**src/rtl/pipe_hazard_ctrl.sv**
```systemverilog
// Pipeline sequencer for the 5-stage core: load-use stalls, branch flushes,
// data-memory wait with watchdog, and saturating stall/flush counters.
module pipe_hazard_ctrl #(
    parameter int unsigned TIMEOUT = 64,
    parameter int unsigned CNT_W   = 16
) (
    input  logic             clk,
    input  logic             reset,
    input  logic [4:0]       id_rs1,
    input  logic [4:0]       id_rs2,
    input  logic             id_use_rs1,
    input  logic             id_use_rs2,
    input  logic [4:0]       ex_rd,
    input  logic             ex_memread,
    input  logic             ex_branch_taken,
    input  logic             mem_req,
    input  logic             mem_ready,
    output logic             pc_write,
    output logic             ifid_write,
    output logic             idex_write,
    output logic             exmem_write,
    output logic             ifid_flush,
    output logic             idex_flush,
    output logic             err,
    output logic [CNT_W-1:0] stall_cnt,
    output logic [CNT_W-1:0] flush_cnt
);

    localparam int unsigned WAIT_W = $clog2(TIMEOUT + 1);

    typedef enum logic [1:0] {
        RUN      = 2'd0,
        MEM_WAIT = 2'd1,
        ERR      = 2'd2
    } state_t;

    state_t             state;
    state_t             state_next;
    logic [WAIT_W-1:0]  wait_cnt;
    logic [WAIT_W-1:0]  wait_next;
    logic               load_use;
    logic               mem_hold;
    logic               eval_run;
    logic               stall_inc;
    logic               flush_inc;

    // Next state, wait count and same-cycle pipeline controls
    always_comb begin
        state_next  = state;
        wait_next   = wait_cnt;
        eval_run    = 1'b0;
        flush_inc   = 1'b0;
        stall_inc   = 1'b0;
        pc_write    = 1'b0;
        ifid_write  = 1'b0;
        idex_write  = 1'b0;
        exmem_write = 1'b0;
        ifid_flush  = 1'b0;
        idex_flush  = 1'b0;

        // x0 is hardwired zero, so a load targeting it never creates a hazard
        load_use = ex_memread && (ex_rd != 5'd0) &&
                   ((id_use_rs1 && (id_rs1 == ex_rd)) ||
                    (id_use_rs2 && (id_rs2 == ex_rd)));
        // A dropped mem_req counts as completion so the pipe cannot lock up
        mem_hold = mem_req && !mem_ready;

        case (state)
            RUN: begin
                if (mem_hold) begin
                    state_next = MEM_WAIT;
                    wait_next  = WAIT_W'(1);
                end else begin
                    eval_run = 1'b1;
                end
            end
            MEM_WAIT: begin
                if (!mem_hold) begin
                    state_next = RUN;
                    wait_next  = '0;
                    eval_run   = 1'b1;
                end else if (wait_cnt >= WAIT_W'(TIMEOUT - 1)) begin
                    state_next = ERR;
                end else begin
                    wait_next = wait_cnt + WAIT_W'(1);
                end
            end
            ERR: begin
                state_next = ERR;
            end
            default: begin
                state_next = ERR;
            end
        endcase

        if (eval_run) begin
            if (ex_branch_taken) begin
                pc_write    = 1'b1;
                ifid_write  = 1'b1;
                idex_write  = 1'b1;
                exmem_write = 1'b1;
                ifid_flush  = 1'b1;
                idex_flush  = 1'b1;
                flush_inc   = 1'b1;
            end else if (load_use) begin
                idex_write  = 1'b1;
                exmem_write = 1'b1;
                idex_flush  = 1'b1;
            end else begin
                pc_write    = 1'b1;
                ifid_write  = 1'b1;
                idex_write  = 1'b1;
                exmem_write = 1'b1;
            end
        end

        stall_inc = (state != ERR) && !pc_write;

        // Reset overrides everything: pipeline held with bubbles inserted
        if (!reset) begin
            pc_write    = 1'b0;
            ifid_write  = 1'b0;
            idex_write  = 1'b0;
            exmem_write = 1'b0;
            ifid_flush  = 1'b1;
            idex_flush  = 1'b1;
        end
    end

    // State, wait counter, sticky error and saturating performance counters
    always_ff @(posedge clk or negedge reset) begin
        if (!reset) begin
            state     <= RUN;
            wait_cnt  <= '0;
            err       <= 1'b0;
            stall_cnt <= '0;
            flush_cnt <= '0;
        end else begin
            state    <= state_next;
            wait_cnt <= wait_next;
            err      <= err | (state_next == ERR);
            if (stall_inc && (stall_cnt != {CNT_W{1'b1}}))
                stall_cnt <= stall_cnt + CNT_W'(1);
            if (flush_inc && (flush_cnt != {CNT_W{1'b1}}))
                flush_cnt <= flush_cnt + CNT_W'(1);
        end
    end

endmodule

```
**config.mk**
```make
export PLATFORM = sky130hd
export DESIGN_NAME = pipe_hazard_ctrl
export DESIGN_NICKNAME = d
export VERILOG_FILES = /design/src/rtl/pipe_hazard_ctrl.sv
export SDC_FILE = /design/constraint.sdc
export NUM_CORES = 1
export LEC_CHECK = 0
export CAP_MARGIN = 10
export CORE_UTILIZATION = 45
export CTS_BUF_LIST = sky130_fd_sc_hd__clkbuf_4 sky130_fd_sc_hd__clkbuf_8
export DETAILED_ROUTE_END_ITERATION = 16
export PLACE_DENSITY = 0.79
export SYNTH_ARGS = -nofsm -noshare
export SYNTH_HDL_FRONTEND = slang
export SYNTH_SLANG_ARGS = --single-unit
```
**constraint.sdc**
```tcl
create_clock -name clk -period 1.7 [get_ports clk]
set_input_delay 0.34 -clock clk [delete_from_list [all_inputs] [get_ports clk]]
set_output_delay 0.34 -clock clk [all_outputs]
set_load 0.01 [all_outputs]
```
== Yosys cells after proc, flatten, opt, wreduce, memory -nomap -nowiden ==
Index checks and enable logic that the tools add are counted.

* Register bits: 42
* Input port bits: 23
* Output and inout bits: 39
* Logic and storage cells: 58

* Add/subtract/negate cells: 3
* $lt $le $gt $ge: 1
* Eq/ne operators: 9
* Muxes and demuxes: 23
* Bitwise gates (word level): 1
* Reduce and logical (&&, ||, !) cells: 16

{| class="wikitable"
|+ Operator list
! cell !! number
|-
| $add 16x1->16 const B || 2
|-
| $ne 16x16->1 const B || 2
|-
| $mux 7 || 3
|-
| $mux 1 || 15
|-
| $pmux 7 s2 || 1
|-
| $eq 5x5->1 || 2
|-
| $logic_and 1x1->1 || 8
|-
| $add 7x1->7 const B || 1
|-
| $ge 7x6->1 const B || 1
|-
| $mux 2 || 3
|-
| $reduce_bool 5->1 || 1
|-
| $ne 2x2->1 const B || 2
|-
| $pmux 2 s2 || 1
|-
| $ne 3x3->1 const B || 1
|-
| $reduce_and 3->1 || 1
|-
| $eq 2x1->1 const B || 1
|-
| $eq 2x2->1 const B || 1
|-
| $logic_not 1->1 || 2
|-
| $logic_not 2->1 || 1
|-
| $reduce_bool 2->1 || 1
|-
| $reduce_or 2->1 || 1
|-
| $logic_or 1x1->1 || 1
|-
| $or 1x1->1 || 1
|}

== Depth between registers and ports, before layout ==
Gate-level depths: netlist of run 1.

* Word-level depth: 10
* Gate-level depth with buffers: 8
* Gate-level depth less buffers: 7

== Worst setup path before layout of run 1 ==
No wires, ideal clock.

* Path type: register to register
* From: register stall_cnt[0]
* To: register stall_cnt[1]
* Library setup time: 0.125 ns
* Data arrival time: 1.747 ns
* Data required time: 1.575 ns
* Path slack: -0.172 ns
* Stages on the path, launching flop included: 7
* Buffers on the path: 0
* Period minus slack after synthesis: 1.872 ns
* Cell sequence: dfrtp_1 ha_1 and4_1 nand2_1 nor3_2 nor2_2 mux2_4

* Cells in the longest elaborated chain, start to end: 2
* Elaborated cells on any way between the ends: 3
* Classes of those cells: 1 x add/sub; 1 x eq/ne; 1 x reduce/logical

{| class="wikitable"
|+ RTL lines
! element !! RTL line !! text
|-
| start: declaration || 25 || <nowiki>output logic [CNT_W-1:0] stall_cnt,</nowiki>
|-
| start signal: assignment || 143 || <nowiki>stall_cnt <= stall_cnt + CNT_W'(1);</nowiki>
|-
| parallel branches: the longest is 2 deep, another holds $add 16x1->16 || -- ||
|}

Several ways; the timed one is not identified.
A chain may end at the register's enable or synchronous reset.

== Worst setup path after layout of run 1 ==
* From: input port ex_rd[1]
* To: output port ifid_write

* Cells in the longest elaborated chain, start to end: 8
* Elaborated cells on any way between the ends: 12
* Classes of those cells: 2 x eq/ne; 4 x mux; 6 x reduce/logical

{| class="wikitable"
|+ RTL lines
! element !! RTL line !! text
|-
| start: declaration || 13 || <nowiki>input logic [4:0] ex_rd,</nowiki>
|-
| $eq 5x5->1, on equally long branches || 63, 64 ||
|-
| $logic_and 1x1->1, on equally long branches || 63, 64 ||
|-
| $logic_or 1x1->1 || 63 || <nowiki>((id_use_rs1 && (id_rs1 == ex_rd)) ||</nowiki>
|-
| $logic_and 1x1->1 * || 62 || <nowiki>load_use = ex_memread && (ex_rd != 5'd0) &&</nowiki>
|-
| $mux 1 * || 105 || <nowiki>end else if (load_use) begin</nowiki>
|-
| $mux 1 * || 97 || <nowiki>if (ex_branch_taken) begin</nowiki>
|-
| $mux 1 * || 96 || <nowiki>if (eval_run) begin</nowiki>
|-
| $mux 1 * || 120 || <nowiki>if (!reset) begin</nowiki>
|-
| end: declaration || 19 || <nowiki>output logic ifid_write,</nowiki>
|}

Every way passes the cells marked *; elsewhere a longest branch is shown, timed or not.

==> impl_metrics.env, run 1 <==
export IMPL_htreeDepth=2
export IMPL_drt_initial_drc_count=171
export IMPL_finalWorstSetupSlack_ps=-240
export IMPL_synth_seq_cells=42
export IMPL_crit_slowest_cell="or4_4"
export IMPL_violations="negative setup slack"
export IMPL_finalWirelength_microns=8420
export IMPL_grt_max_degree=38
export IMPL_grt_pass1_wl_microns=10500
export IMPL_die_width_microns=72.3
export IMPL_die_h_microns=72.3
export IMPL_powerDensity_nw_per_um2=531
export IMPL_rows=25
export IMPL_worst_path_buf_inv=2
export IMPL_hold_class="input pin to async pin"
export IMPL_area_delta_synth_final_pct=79.9
export IMPL_grt_remaining_overflow=0
export IMPL_dpl_hpwl_microns=4410
export IMPL_pin_count=62
export IMPL_timing_hold_ws_ps=263
export IMPL_post_route_cell_area_sq_um=4010
export IMPL_antenna_found_initial=0
export IMPL_crit_family="simple AND/OR/NAND/NOR gates"
export IMPL_die_area_sq_um=5230
export IMPL_status="complete, but fails checks"
export IMPL_ant_nets=0
export IMPL_portBuffers=61
export IMPL_postPlaceCellArea_sq_um=3400
export IMPL_max_freq_ghz=0.515
export IMPL_cp_start_kind="input pin"
export IMPL_synthTopCellsByCount="dfrtp_1 (42), nand2_1 (24), xnor2_1 (24), nand3_1 (17), nor2_1 (16)"
export IMPL_hold_viol=0
export IMPL_syn_avg_cell_area_sq_um=10.0
export IMPL_ir_worst_vdd_mv=0.341
export IMPL_synth_most_common_cell="dfrtp_1"
export IMPL_groute_usage_overall_pct=26.4
export IMPL_layout_nets=386
export IMPL_post_drt_wl_per_cell_microns=19.7
export IMPL_start_util_pct=46.8
export IMPL_worstPathCellList="buf_8, or4_4, o21ai_4, nand2b_4, o21a_1, buf_2"
export IMPL_worstPathRequired_ps=1360
export IMPL_slew_headroom_pct=66.4
export IMPL_via_per_inst=5.79
export IMPL_power_total_uw=2130
export IMPL_yosysSeqAreaShare_pct=47.2
export IMPL_clk_path_buf_depth=2
export IMPL_synthesis_nets=248
export IMPL_fillerInstances=265
export IMPL_slowest_delay_ps=540
export IMPL_period_minus_slack_ps=1940
export IMPL_rsz0062_at_grt="true"
export IMPL_cts_buffers=5
export IMPL_finalSetupViolations=23
export IMPL_synth_warnings=0
export IMPL_antenna_cells=0
export IMPL_yosys_area_top_type="dfrtp_1"
export IMPL_cts_sinks=42
export IMPL_gp_congestion=0.831
export IMPL_synth_edf_count=0
export IMPL_clockRootBuffer="clkbuf_8"
export IMPL_fin_crit_sh_pct=114
export IMPL_tightestPinTransition_ps=504
export IMPL_coreArea_sq_um=4750
export IMPL_netlist_area_leader_share_pct=47.2
export IMPL_cts_tree="yes"
export IMPL_p_leak_uw=0.00196
export IMPL_drive_gt1_share_pct=44.9
export IMPL_rrSetupSlack_ps=-100
export IMPL_drv_slew=0
export IMPL_synth_area_leaders="dfrtp_1 (47%), xnor2_1 (9.4%), xor2_1 (5.5%)"
export IMPL_ys_flop_type="dfrtp_1"
export IMPL_crit_fanout=3
export IMPL_async_reset_ff_share_pct=100
export IMPL_crit_arrival_ps=1600
export IMPL_synthCells=222
export IMPL_finClkSkew_ps=6.38
export IMPL_synthesis_area_sq_um=2230
export IMPL_cts_clk_slew_worst_paths_ps=90
export IMPL_drt_pass1_iter_count=4
export IMPL_worstSkewPairLatency_ps=310
export IMPL_end_kind="output port"
export IMPL_crit_type="input pin to output port"
export IMPL_drc=0
export IMPL_grt_pass1_vias=2196
export IMPL_maxCapViolCount=0
export IMPL_synth_cell_types=43
export IMPL_num_vias=2478
[power by group]
| part | leakage [uW] | internal, uW | switching (uW) | total (uW) |
|---|---|---|---|---|
| registers | 0.000559 | 1020 | 15.6 | 1030 |
| logic | 0.00134 | 137 | 118 | 255 |
| clock network | 0.0000585 | 441 | 400 | 841 |
[cell type report]
class / count / area [sq um] / share of cell area, %
Inverter: 4 / 15.0 / 0.375
Tap cell: 67 / 83.8 / 2.09
Clock inverter: 3 / 43.8 / 1.09
Timing Repair Buffer: 135 / 1190 / 29.7
Clock buffer: 5 / 68.8 / 1.72
Multi-Input combinational cell: 172 / 1550 / 38.7
Sequential cell: 42 / 1050 / 26.3
[routing by layer]
| layer | vias to the layer above | global-route usage [%] | share of wire [%] |
|---|---|---|---|
| li1 | 1060 | - | - |
| met2 | 138 | 48.6 | 54 |
| met5 | - | 0 | 0 |
| met3 | 35 | 5.28 | 5.6 |
| met1 | 1245 | 30.8 | 37 |
| met4 | 0 | 7.63 | 4.1 |
[worst paths after layout]
path,start,endpoint,depth (start not counted)
max,ex_rd[1],ifid_write,6
min,reset,flush_cnt[12],3
max reg2reg,stall_cnt[1],stall_cnt[7],7
min reg2reg,flush_cnt[5],flush_cnt[5],1
max in group asynchronous,reset,wait_cnt[6],3
min in group clk,flush_cnt[5],flush_cnt[5],1
[state kept, by name, summed over array words and instances, names as in the netlist]
signal     cells
wait_cnt       7
stall_cnt     16
state          2
flush_cnt     16
err            1
[tightest hold or removal path, delay by kind of cell]
family,cells,cell delay (ps)
buffers and inverters,3,680
[logic make-up (layout without fill, tap and decap cells)]
family                     Yosys count  count (layout)  synth area share, %
AOI/OAI and AO/OA                   29              29                 9.11
xor gates and xnor gates            38              38                 15.0
adders and majority gates            3               3                 1.69
buffers and inverters                8             147                 2.02
DFF                                 42              42                 47.2
muxes                                6               6                 3.09
and+or+nand+nor                     96              96                 21.9
[placed cells by master (no fill, tap or decap), drive strengths merged, types with 6 or more instances in the layout]
cell | netlist | layout
o21ai | 9 | 9
xor2 | 14 | 14
clkdlybuf4s50 | 0 | 23
buf | 3 | 87
clkdlybuf4s15 | 0 | 7
nand3 | 17 | 17
xnor2 | 24 | 24
dlymetal6s2s | 0 | 10
nor3 | 11 | 11
a21oi | 8 | 8
clkbuf | 1 | 6
nor2 | 17 | 17
nand2 | 24 | 24
nand4 | 6 | 6
dlygate4sd2 | 0 | 6
dfrtp | 42 | 42
[per-stage QoR]
stage          utilization [%]  setup WS (ps)  setup TNS, ps  std cells
6_report                  84.2           -240          -1820        428
5_1_grt                   84.2           -286          -3560        428
4_1_cts                   78.0           -226          -1040        418
3_5_place_dp              71.5          -1040         -20800        403
3_3_place_gp              71.5          -1010         -19030        403
2_1_floorplan                -          -69.7           -761        222
[timing repair]
| action | 4_1_cts | 5_1_grt |
|---|---|---|
| hold buffers | 1 | 0 |
| pin swaps | 26 | 24 |
| endpoints found under the hold margin | 5 | 0 |
| endpoints found under the setup margin | 33 | 45 |
| buffers inserted | 7 | 12 |
| resized for setup | 116 | 58 |
No activity file was read; power rests on OpenSTA's default activity.
==> inputs of run 2 (changes only) <==
- ABC_CLOCK_PERIOD_IN_PS: default -> 1700
- CORE_MARGIN: default -> 5
==> impl_metrics.env, run 2 (same netlist as run 1, synthesis figures left out) <==
export IMPL_cts_buffers=5
export IMPL_postPlaceCellArea_sq_um=3350
export IMPL_groute_usage_overall_pct=20.7
export IMPL_max_freq_ghz=0.538
export IMPL_drive_gt1_share_pct=45.1
export IMPL_post_drt_wl_per_cell_microns=18.8
export IMPL_die_h_microns=80.3
export IMPL_fillerInstances=244
export IMPL_antenna_found_initial=0
export IMPL_tightestPinTransition_ps=420
export IMPL_final_common_cell="buf_4"
export IMPL_via_per_inst=5.58
export IMPL_drc=0
export IMPL_rrSetupSlack_ps=-60
export IMPL_htreeDepth=2
export IMPL_p_leak_uw=0.00199
export IMPL_worstSkewPairLatency_ps=300
export IMPL_finalWorstSetupSlack_ps=-157
export IMPL_largestRegisters="flush_cnt x16, stall_cnt x16, wait_cnt x7"
export IMPL_cp_start_kind="input pin"
export IMPL_finalSetupTns_ps=-1050
export IMPL_end_kind="output port"
export IMPL_num_vias=2328
export IMPL_slew_headroom_pct=72.0
export IMPL_dp_cells=400
export IMPL_powerDensity_nw_per_um2=574
export IMPL_clk_path_buf_depth=2
export IMPL_grt_pass1_wl_microns=10300
export IMPL_worstPathCellList="buf_6, or4_4, o21ai_2, nand2b_4, o21a_1, buf_2"
export IMPL_layout_common_cells="buf_4 (54), dfrtp_1 (38), nand2_1 (20), clkdlybuf4s50_1 (19), xnor2_1 (18)"
export IMPL_finalWirelength_microns=7860
export IMPL_pin_count=62
export IMPL_status="complete, but fails checks"
export IMPL_rows=25
export IMPL_grt_pass1_vias=2214
export IMPL_violations="negative setup slack"
export IMPL_dpl_hpwl_microns=4560
export IMPL_worstReg2RegStart="stall_cnt[1]"
export IMPL_clockRootBuffer="clkbuf_8"
export IMPL_finalNonFillerCells=417
export IMPL_finalSetupViolations=20
export IMPL_gp_congestion=0.820
export IMPL_coreArea_sq_um=4750
export IMPL_crit_type="input pin to output port"
export IMPL_timing_hold_ws_ps=55.7
export IMPL_finClkSkew_ps=6.14
export IMPL_start_util_pct=46.8
export IMPL_hold_viol=0
export IMPL_fin_crit_sh_pct=109
export IMPL_ant_nets=0
export IMPL_r2r_cells=6
export IMPL_multiInputGateArea_sq_um=1560
export IMPL_die_width_microns=80.3
export IMPL_slowest_delay_ps=520
export IMPL_cts_clk_slew_worst_paths_ps=90
export IMPL_cts_tree="yes"
export IMPL_drt_initial_drc_count=188
export IMPL_grt_remaining_overflow=0
export IMPL_crit_arrival_ps=1520
export IMPL_regArea_sq_um=1060
export IMPL_period_minus_slack_ps=1860
export IMPL_antenna_cells=0
export IMPL_r2r_end="stall_cnt[9]"
export IMPL_post_route_cell_area_sq_um=3950
export IMPL_crit_fanout=3
export IMPL_grt_max_degree=22
export IMPL_drv_slew=0
export IMPL_hold_class="input pin to async pin"
export IMPL_maxCapViolCount=0
export IMPL_worstPathRequired_ps=1360
export IMPL_area_delta_synth_final_pct=77.2
export IMPL_die_area_sq_um=6450
export IMPL_crit_slowest_cell="or4_4"
export IMPL_portBuffers=61
export IMPL_drt_pass1_iter_count=7
export IMPL_cts_sinks=42
export IMPL_ir_worst_vdd_mv=0.640
export IMPL_layout_nets=375
export IMPL_rsz0062_at_grt="true"
## run 2: how the worst max path moves through the flow
stage	slack (ps)	to	startpoint
floorplan	-70	pc_write	ex_rd[1]
global placement	-970	pc_write	ex_rd[1]
detailed placement	-990	ifid_write	ex_rd[1]
CTS	-190	ifid_write	ex_rd[4]
global route	-200	idex_flush	ex_rd[1]
finish	-160	ifid_write	ex_rd[2]
## run 2: report_power, final
part,internal [uW],switching (uW)
Sequential,1020,17.3
Combinational,135,118
Clock,589,388
Total,1740,523
## run 2: per-stage QoR
stage	worst slack [ps]	power (uW)	utilization, %
6_report	-157	2260	83.0
5_1_grt	-204	2340	83.0
4_1_cts	-189	2240	76.0
3_5_place_dp	-987	1290	70.5
3_3_place_gp	-967	1280	70.5
2_1_floorplan	-69.7	1120	-
## run 2: layer usage
metal  part of all wire (%)  wire length [microns]  global-route usage, %  vias up
met5                      0                      0                      0        -
met4                    2.4                    186                   7.26        0
met3                    5.4                    426                   3.14       24
met2                     55                   4330                   38.5      103
met1                     37                   2920                   23.7     1161
li1                       -                      -                      -     1040
## run 2: layout make-up
| class | instances | area share (%) |
|---|---|---|
| multi-input combinational | 172 | 39.5 |
| sequential | 42 | 26.8 |
| clock inverter | 3 | 1.74 |
| clock buffer | 5 | 1.74 |
| timing repair buffer | 124 | 27.8 |
| inverter | 4 | 0.381 |
| tap | 67 | 2.12 |
## run 2: worst max-delay path, delay by kind of cell
kind	cells	cell delay, ps
AND/OR/NAND/NOR	2	670
AO/OA/AOI/OAI	2	260
buffers and inverters	2	230
## run 2: timing repair
action                     CTS  global route
buffers inserted             3             5
hold buffers                 1             0
pin swaps                   35            34
hold endpoints to repair     1             0
setup endpoints to repair   33            49
resized for setup          108            77
